File: src/rtl/pipeline_hazard_ctrl_pkg.sv
// Shared definitions for the pipeline hazard sequencer: FSM encoding,
// active-low enable levels and the RAW source-match helper.
package pipeline_hazard_ctrl_pkg;

    typedef enum logic [1:0] {
        RUN    = 2'd0,
        FREEZE = 2'd1,
        DRAIN  = 2'd2,
        HALTED = 2'd3
    } state_t;

    localparam logic EN_ON  = 1'b0;
    localparam logic EN_OFF = 1'b1;

    localparam logic [31:0] NOP_INSN = 32'h0000_0013;

    // x0 is hardwired zero, so it can never carry a dependency.
    function automatic logic src_hazard(
        input logic       uses,
        input logic [4:0] rs,
        input logic [4:0] rdst_e,
        input logic       wren_e,
        input logic [4:0] rdst_m,
        input logic       wren_m
    );
        return uses && (rs != 5'd0) &&
               (((wren_e == EN_ON) && (rs == rdst_e)) ||
                ((wren_m == EN_ON) && (rs == rdst_m)));
    endfunction

endpackage

File: src/rtl/pipeline_hazard_ctrl_hazard_detect.sv
// RAW interlock detection for the D-stage sources against E and M writers.
// W is excluded because the register file writes before it is read.
module hazard_detect
    import pipeline_hazard_ctrl_pkg::*;
(
    input  logic [4:0] rs1,
    input  logic [4:0] rs2,
    input  logic       uses_rs1,
    input  logic       uses_rs2,
    input  logic [4:0] rdst_e,
    input  logic       wren_e,
    input  logic [4:0] rdst_m,
    input  logic       wren_m,
    output logic       hazard
);

    assign hazard = src_hazard(uses_rs1, rs1, rdst_e, wren_e, rdst_m, wren_m) ||
                    src_hazard(uses_rs2, rs2, rdst_e, wren_e, rdst_m, wren_m);

endmodule

File: src/rtl/pipeline_hazard_ctrl.sv
// Pipeline sequencer: per-cycle load/stall/bubble decisions for the pipeline
// registers, memory freeze, halt drain, and stall/flush event counters.
module pipeline_hazard_ctrl
    import pipeline_hazard_ctrl_pkg::*;
#(
    parameter int unsigned DRAIN_CYCLES = 3,
    parameter int unsigned CNT_W        = 32
) (
    input  logic             CLK,
    input  logic             RST,
    input  logic [4:0]       Rs1_D,
    input  logic [4:0]       Rs2_D,
    input  logic             UsesRs1_D,
    input  logic             UsesRs2_D,
    input  logic [4:0]       Rdst_E,
    input  logic             RegWrEn_E,
    input  logic [4:0]       Rdst_M,
    input  logic             RegWrEn_M,
    input  logic             Redirect_E,
    input  logic             halt_E,
    input  logic             mem_busy,
    output logic             PC_WEN,
    output logic             stall_FD,
    output logic             nop_FD,
    output logic             stall_DE,
    output logic             nop_DE,
    output logic             WEN_EM,
    output logic             WEN_MW,
    output logic             halted,
    output logic [CNT_W-1:0] stall_cnt,
    output logic [CNT_W-1:0] flush_cnt
);

    localparam int unsigned DW = (DRAIN_CYCLES > 1) ? $clog2(DRAIN_CYCLES) : 1;
    localparam logic [DW-1:0] DRAIN_LOAD = DW'(DRAIN_CYCLES - 1);

    state_t        state, state_nxt;
    logic [DW-1:0] drain_cnt, drain_nxt;
    logic          hazard;
    logic          stall_inc, flush_inc;

    hazard_detect u_hazard_detect (
        .rs1      (Rs1_D),
        .rs2      (Rs2_D),
        .uses_rs1 (UsesRs1_D),
        .uses_rs2 (UsesRs2_D),
        .rdst_e   (Rdst_E),
        .wren_e   (RegWrEn_E),
        .rdst_m   (Rdst_M),
        .wren_m   (RegWrEn_M),
        .hazard   (hazard)
    );

    assign halted = (state == HALTED);

    always_comb begin
        PC_WEN    = EN_OFF;
        WEN_EM    = EN_OFF;
        WEN_MW    = EN_OFF;
        stall_FD  = 1'b0;
        stall_DE  = 1'b0;
        nop_FD    = 1'b0;
        nop_DE    = 1'b0;
        state_nxt = state;
        drain_nxt = drain_cnt;
        stall_inc = 1'b0;
        flush_inc = 1'b0;
        unique case (state)
            // FREEZE with mem_busy low behaves exactly like RUN (Mealy exit).
            RUN, FREEZE: begin
                if (mem_busy) begin
                    stall_FD  = 1'b1;
                    stall_DE  = 1'b1;
                    stall_inc = 1'b1;
                    state_nxt = FREEZE;
                end else if (halt_E) begin
                    nop_FD    = 1'b1;
                    nop_DE    = 1'b1;
                    WEN_EM    = EN_ON;
                    WEN_MW    = EN_ON;
                    drain_nxt = DRAIN_LOAD;
                    state_nxt = DRAIN;
                end else if (Redirect_E) begin
                    PC_WEN    = EN_ON;
                    nop_FD    = 1'b1;
                    nop_DE    = 1'b1;
                    WEN_EM    = EN_ON;
                    WEN_MW    = EN_ON;
                    flush_inc = 1'b1;
                    state_nxt = RUN;
                end else if (hazard) begin
                    stall_FD  = 1'b1;
                    nop_DE    = 1'b1;
                    WEN_EM    = EN_ON;
                    WEN_MW    = EN_ON;
                    stall_inc = 1'b1;
                    state_nxt = RUN;
                end else begin
                    PC_WEN    = EN_ON;
                    WEN_EM    = EN_ON;
                    WEN_MW    = EN_ON;
                    state_nxt = RUN;
                end
            end
            DRAIN: begin
                if (mem_busy) begin
                    stall_FD  = 1'b1;
                    stall_DE  = 1'b1;
                    stall_inc = 1'b1;
                end else begin
                    nop_FD = 1'b1;
                    nop_DE = 1'b1;
                    WEN_EM = EN_ON;
                    WEN_MW = EN_ON;
                    if (drain_cnt == '0) begin
                        state_nxt = HALTED;
                    end else begin
                        drain_nxt = drain_cnt - DW'(1);
                    end
                end
            end
            HALTED: begin
                stall_FD = 1'b1;
                stall_DE = 1'b1;
            end
            default: begin
                state_nxt = RUN;
            end
        endcase
        if (!RST) begin
            PC_WEN   = EN_OFF;
            WEN_EM   = EN_OFF;
            WEN_MW   = EN_OFF;
            stall_FD = 1'b0;
            stall_DE = 1'b0;
            nop_FD   = 1'b0;
            nop_DE   = 1'b0;
        end
    end

    always_ff @(negedge CLK or negedge RST) begin
        if (!RST) begin
            state     <= RUN;
            drain_cnt <= '0;
            stall_cnt <= '0;
            flush_cnt <= '0;
        end else begin
            state     <= state_nxt;
            drain_cnt <= drain_nxt;
            if (stall_inc) stall_cnt <= stall_cnt + CNT_W'(1);
            if (flush_inc) flush_cnt <= flush_cnt + CNT_W'(1);
        end
    end

endmodule

File: config.mk
export PLATFORM = sky130hd
export DESIGN_NAME = pipeline_hazard_ctrl
export DESIGN_NICKNAME = d
export VERILOG_FILES = /design/src/rtl/pipeline_hazard_ctrl_pkg.sv /design/src/rtl/pipeline_hazard_ctrl_hazard_detect.sv /design/src/rtl/pipeline_hazard_ctrl.sv
export SDC_FILE = /design/constraint.sdc
export NUM_CORES = 1
export LEC_CHECK = 0
export CORE_MARGIN = 5
export CORE_UTILIZATION = 49
export DETAILED_ROUTE_END_ITERATION = 10
export PLACE_DENSITY = 0.79
export SLEW_MARGIN = 20
export SYNTH_ARGS = -nofsm -noshare
export SYNTH_HDL_FRONTEND = slang
export SYNTH_SLANG_ARGS = --single-unit
File: constraint.sdc
create_clock -name CLK -period 3.15 [get_ports CLK]
set_input_delay 0.63 -clock CLK [delete_from_list [all_inputs] [get_ports CLK]]
set_output_delay 0.63 -clock CLK [all_outputs]
set_load 0.03 [all_outputs]
==> results of run 1 <==
==> power breakdown <==
group	total (mW)	switching, mW	internal, mW
clock	0.819	0.376	0.443
sequential	0.978	0.0429	0.935
combinational	0.821	0.462	0.359
==> worst max-delay path by stage <==
stage | endpoint | slack [ns] | cells past startpoint
final | stall_FD | -0.91 | 5
after global routing | stall_FD | -0.95 | 5
after CTS | stall_FD | -0.91 | 6
after detailed placement | stall_cnt[26] | -1.36 | 8
after global placement | stall_cnt[26] | -1.30 | 8
after floorplan | stall_cnt[26] | -0.64 | 7
==> kinds of logic after synthesis <==
group	synth area share [%]
multiplexers	1.15
AO/OA/AOI/OAI	12.4
AND/OR/NAND/NOR	19.4
adder cells (fa/ha/maj)	1.01
flip-flops	45.9
buffers and inverters	2.97
XOR/XNOR	17.2
==> routing by layer <==
layer / global-route usage [%] / routed length, um / up-vias
li1: - / - / 1794
met1: 30.2 / 5430 / 2082
met2: 45.3 / 7690 / 274
met3: 5.83 / 1120 / 87
met4: 11.9 / 794 / 0
met5: 0 / 0 / -
==> timing repair <==
item | 4_1_cts | 5_1_grt
pin swaps | 45 | 40
hold buffers | 0 | 0
gates cloned | 2 | 0
gates resized for setup | 153 | 85
setup endpoints to repair | 128 | 115
setup buffers | 75 | 28
==> sequential cells by signal, summed over array words and instances (netlist names) <==
name,cells
drain_cnt,2
state,2
stall_cnt,32
flush_cnt,32
==> final cells by class <==
class	count	area share [%]
inverters	13	0.731
flip-flops and latches	68	25.5
clock inverters	6	1.35
repair buffers	243	32.7
clock buffers	9	1.86
multi-input cells	274	36.0
well taps	99	1.86
==> cell usage in the layout (no fill, tap or decap), drive strengths merged, types with 4 or more instances in the layout <==
cell,instances
and2,4
and3,15
and4,4
buf,231
clkbuf,12
clkdlybuf4s50,4
dfrtn,68
inv,13
nand2,29
nand3,16
nand4,10
nor2,23
nor3,8
nor4,5
o2111ai,8
o211ai,9
o21ai,14
o31ai,4
or4,5
xnor2,39
xor2,34
==> metrics by stage <==
| step | hold WS, ns | setup slack, ns |
|---|---|---|
| 3_3_place_gp | 0.412 | -1.30 |
| 4_1_cts | 0.453 | -0.913 |
| 3_5_place_dp | 0.425 | -1.36 |
| 2_1_floorplan | 0.437 | -0.642 |
| 6_report | 0.483 | -0.913 |
| 5_1_grt | 0.526 | -0.949 |
==> results.json, run 1 <==
{
  "dieArea_sq_um": 9410,
  "cts_tree": "yes",
  "crit_path_end_kind": "output port",
  "r2r-end": "stall_cnt[27]",
  "antenna_cells": 0,
  "ys_seq_area_share_pct": 45.9,
  "ff_latch_area_sq_um": 1700,
  "status": "finished, violations left",
  "hold_path_end": "flush_cnt[13]",
  "synth_ff_type": "dfrtn_1",
  "grt_antenna_before_repair": 0,
  "ios": 101,
  "syn_avg_cell_area_sq_um": 10.1,
  "grt_overflow": 0,
  "cp.arrival_ns": 3.43,
  "fillers": 270,
  "timing.rr.start": "stall_cnt[3]",
  "failed_checks": "setup timing",
  "crit_path_start_kind": "register",
  "drtIter0Drc": 327,
  "cp_top_family": "simple AND/OR/NAND/NOR gates",
  "rsz0062_at_grt": "yes",
  "totalPowerFinal_mw": 2.62,
  "start_util_pct": 50.6,
  "portBuffers": 100,
  "netlist_top_cells_count": "dfrtn_1, xnor2_1, xor2_1, nand2_1, nor2_1",
  "drt_wl_total_mm": 15.0,
  "cp_slowest_cell": "or3_4",
  "grtUsageTotal_pct": 25.9,
  "area_growth_pct": 79.8,
  "post-route-drc-count": 0,
  "hold_class": "register to register",
  "cp.required_ns": 2.52,
  "drive_gt1_share_pct": 53.3,
  "synth_most_common_cell": "dfrtn_1",
  "clock_skew_ns": 0.00722,
  "vias": 4237,
  "synth-edff-count": 0,
  "placed_cells": 601,
  "syn_inst": 368,
  "p_leak_nw": 3.11,
  "drv_cap": 0,
  "hold_depth": 1,
  "reg2reg_slack_ns": 0.40,
  "ir_drop_mv": 0.336,
  "async_flop_share_pct": 100,
  "post-synth-top-area-fraction_pct": 45.9,
  "tightest_slew_ns": 0.662,
  "path_cells": "or3_4 -> or2_4 -> o32a_1 -> a21boi_4 -> buf_6",
  "synth_seq_cells": 68,
  "wl_per_cell_um": 21.1,
  "die_height_um": 97.0,
  "fp.dieW_um": 97.0,
  "viasPerCell": 5.95,
  "yosys_warnings": 0,
  "cts_max_path_buffers": 2,
  "multi_input_area_sq_um": 2400,
  "utilization_pct": 91.0,
  "dpl_cell_area_sq_um": 5150,
  "setup_viol": 81,
  "hpwlAfterDp_mm": 7.32,
  "num_rows": 31,
  "clkLatencyLatePin_ns": 0.35,
  "clkSinkCount": 68,
  "postRouteAntennaNets": 0,
  "place_congestion": 0.858,
  "synth_fp_nets": 400,
  "grt_max_degree": 73,
  "final_area_sq_um": 6670,
  "synth_top_area_cell": "dfrtn_1",
  "cts-buffers-inserted": 9,
  "min_from": "flush_cnt[13]",
  "slowest_delay_ns": 0.39,
  "crit_type": "register to output port",
  "final_cells": 712,
  "setup_tns_ns": -33.95,
  "drv_slew": 0,
  "setup_ws_ns": -0.913,
  "path_clk_slew_ns": 0.05,
  "grt_pass1_vias": 4119,
  "reg2reg_depth": 7,
  "syn_area_sq_um": 3710,
  "power.density_nw_per_um2": 392,
  "synthTopCellsByArea": "dfrtn_1, xnor2_1, xor2_1, nand2_1, and3_1",
  "design.core.area_sq_um": 7330,
  "grt_pass1_wl_mm": 20.0,
  "hold_violations": 0,
  "crit_fanout": 3,
  "clockRootBuffer": "clkbuf_8",
  "critPathBufInv": 1,
  "drt_pass1_iterations": 5,
  "cts_max_level": 3,
  "crit_start": "state[1]",
  "ys_types": 54,
  "fin_nets": 641,
  "max_slew_margin_pct": 55.5
}
Note: power is estimated with default switching activity, not from simulation.
==> run 2, diff against run 1 <==
- CELL_PAD_IN_SITES_DETAIL_PLACEMENT: default -> 1
- CELL_PAD_IN_SITES_GLOBAL_PLACEMENT: default -> 2
- CORE_UTILIZATION: 49 -> 30
==> run 2 against run 1 <==
Compared with the run above:
- the run still ends with setup timing left
- routed wire length down 0.92%
- via count shrank 7.9%
- power is 9.1% higher
- setup slack worse by 0.023 ns
- clock-buffer cell count rose by 2
- global-route usage fell by 8.0 points
- critical path depth is 1 higher
- clock power rose by 31%
- sequential share of layout area shrank 1.3 points
- sequential cell count stayed put
- non-clock buffer count rose by 9
- largest cell class unchanged
==> results.json, run 2 (synthesis results as in run 1) <==
{
  "status": "finished, violations left",
  "failed_checks": "setup timing",
  "drt_wl_total_mm": 14.9,
  "min_from": "drain_cnt[1]",
  "rsz0062_at_grt": "yes",
  "reg2reg_slack_ns": 0.29,
  "crit_path_start_kind": "register",
  "ir_drop_mv": 0.432,
  "setup_viol": 102,
  "drv_cap": 0,
  "portBuffers": 100,
  "ios": 101,
  "cts_tree": "yes",
  "cp.required_ns": 2.52,
  "tightest_slew_ns": 0.583,
  "grt_pass1_vias": 4023,
  "num_rows": 40,
  "die_height_um": 121,
  "area_growth_pct": 89.6,
  "p_leak_nw": 3.21,
  "grt_antenna_before_repair": 0,
  "viasPerCell": 4.93,
  "fp.dieW_um": 121,
  "clkSinkCount": 68,
  "path_clk_slew_ns": 0.04,
  "hold_class": "register to register",
  "antenna_cells": 0,
  "cts_max_level": 3,
  "post-route-drc-count": 0,
  "wl_per_cell_um": 18.8,
  "largestRegisters": "flush_cnt x32, stall_cnt x32",
  "placed_cells": 690,
  "grt_pass1_wl_mm": 20.9,
  "power.density_nw_per_um2": 406,
  "cts-buffers-inserted": 9,
  "setup_tns_ns": -36.15,
  "drive_gt1_share_pct": 54.7,
  "fillers": 1260,
  "final_area_sq_um": 7040,
  "cts_hold_buf": 0,
  "hold_path_end": "drain_cnt[1]",
  "ff_latch_area_sq_um": 1700,
  "drt_pass1_iterations": 6,
  "dpl_cell_area_sq_um": 5440,
  "fin_nets": 650,
  "r2r-end": "stall_cnt[27]",
  "drv_slew": 0,
  "reg2reg_depth": 7,
  "hold_violations": 0,
  "totalPowerFinal_mw": 2.86,
  "clock_skew_ns": 0.00808,
  "cp.arrival_ns": 3.46,
  "grt_max_degree": 34,
  "clkLatencyLatePin_ns": 0.34,
  "multi_input_area_sq_um": 2470,
  "dieArea_sq_um": 14700,
  "grt_overflow": 0,
  "clockRootBuffer": "clkbuf_16",
  "final_cell_mix": "buf_4, buf_6, dfrtn_1, xnor2_1, xor2_1",
  "crit_fanout": 3,
  "hold_depth": 2,
  "max_slew_margin_pct": 60.8,
  "final_cells": 791,
  "final_common_cell": "buf_4",
  "grtUsageTotal_pct": 17.9,
  "setup_ws_ns": -0.937,
  "drtIter0Drc": 139,
  "place_congestion": 0.875,
  "timing.rr.start": "stall_cnt[4]",
  "vias": 3901,
  "start_util_pct": 30.8,
  "postRouteAntennaNets": 0,
  "design.core.area_sq_um": 12100,
  "crit_type": "register to output port",
  "hpwlAfterDp_mm": 9.06,
  "cts_max_path_buffers": 2,
  "crit_path_end_kind": "output port"
}
[run 2: cell type report]
type                            count  area share, %
Inverter                           13          0.693
Clock inverter                      5          0.836
Clock buffer                       11           3.59
Tap cell                          168           2.99
Sequential cell                    68           24.2
Timing Repair Buffer              252           32.6
Multi-Input combinational cell    274           35.1
[run 2: worst max-delay path by stage]
stage	start	end	cells past startpoint
after global placement	Rs2_D[0]	stall_cnt[1]	7
after floorplan	Rs1_D[3]	stall_cnt[26]	7
after global routing	state[1]	stall_FD	6
after CTS	state[1]	stall_FD	6
after detailed placement	Rs2_D[3]	stall_cnt[1]	7
final	state[1]	stall_FD	6
[run 2: critical path: stages (launching register included)]
cell      delay [ns]
dfrtn_1         0.34
or3_4           0.36
or2_4           0.25
o32a_4          0.20
buf_6           0.12
a21boi_4        0.11
buf_6           0.15
[run 2: through the flow]
step / hold slack (ns) / util [%] / setup slack, ns
floorplan: 0.437 / - / -0.642
global placement: 0.412 / 45.1 / -1.32
detailed placement: 0.422 / 45.1 / -1.44
CTS: 0.437 / 52.4 / -0.958
global route: 0.505 / 58.3 / -1.01
finish: 0.464 / 58.3 / -0.937
[run 2: layer usage]
| metal | share of wire (%) | vias up | wire [um] | GRT usage, % |
|---|---|---|---|---|
| li1 | - | 1810 | - | - |
| met1 | 41 | 1971 | 6080 | 21.4 |
| met2 | 52 | 89 | 7740 | 30.6 |
| met3 | 4.8 | 31 | 712 | 6.62 |
| met4 | 2.5 | 0 | 368 | 4.13 |
| met5 | 0 | - | 0 | 0 |
[run 2: timing repair]
item / in CTS / in global routing
pin swaps: 25 / 27
endpoints found under the setup margin: 126 / 128
cloned: 1 / 0
gates resized for setup: 200 / 38
setup buffers: 16 / 78
[run 2: report_power, final]
group | switching (mW) | leakage, nW | internal (mW)
clock | 0.415 | 0.148 | 0.658
combinational | 0.443 | 2.16 | 0.362
sequential | 0.0423 | 0.900 | 0.936
total | 0.900 | 3.21 | 1.96
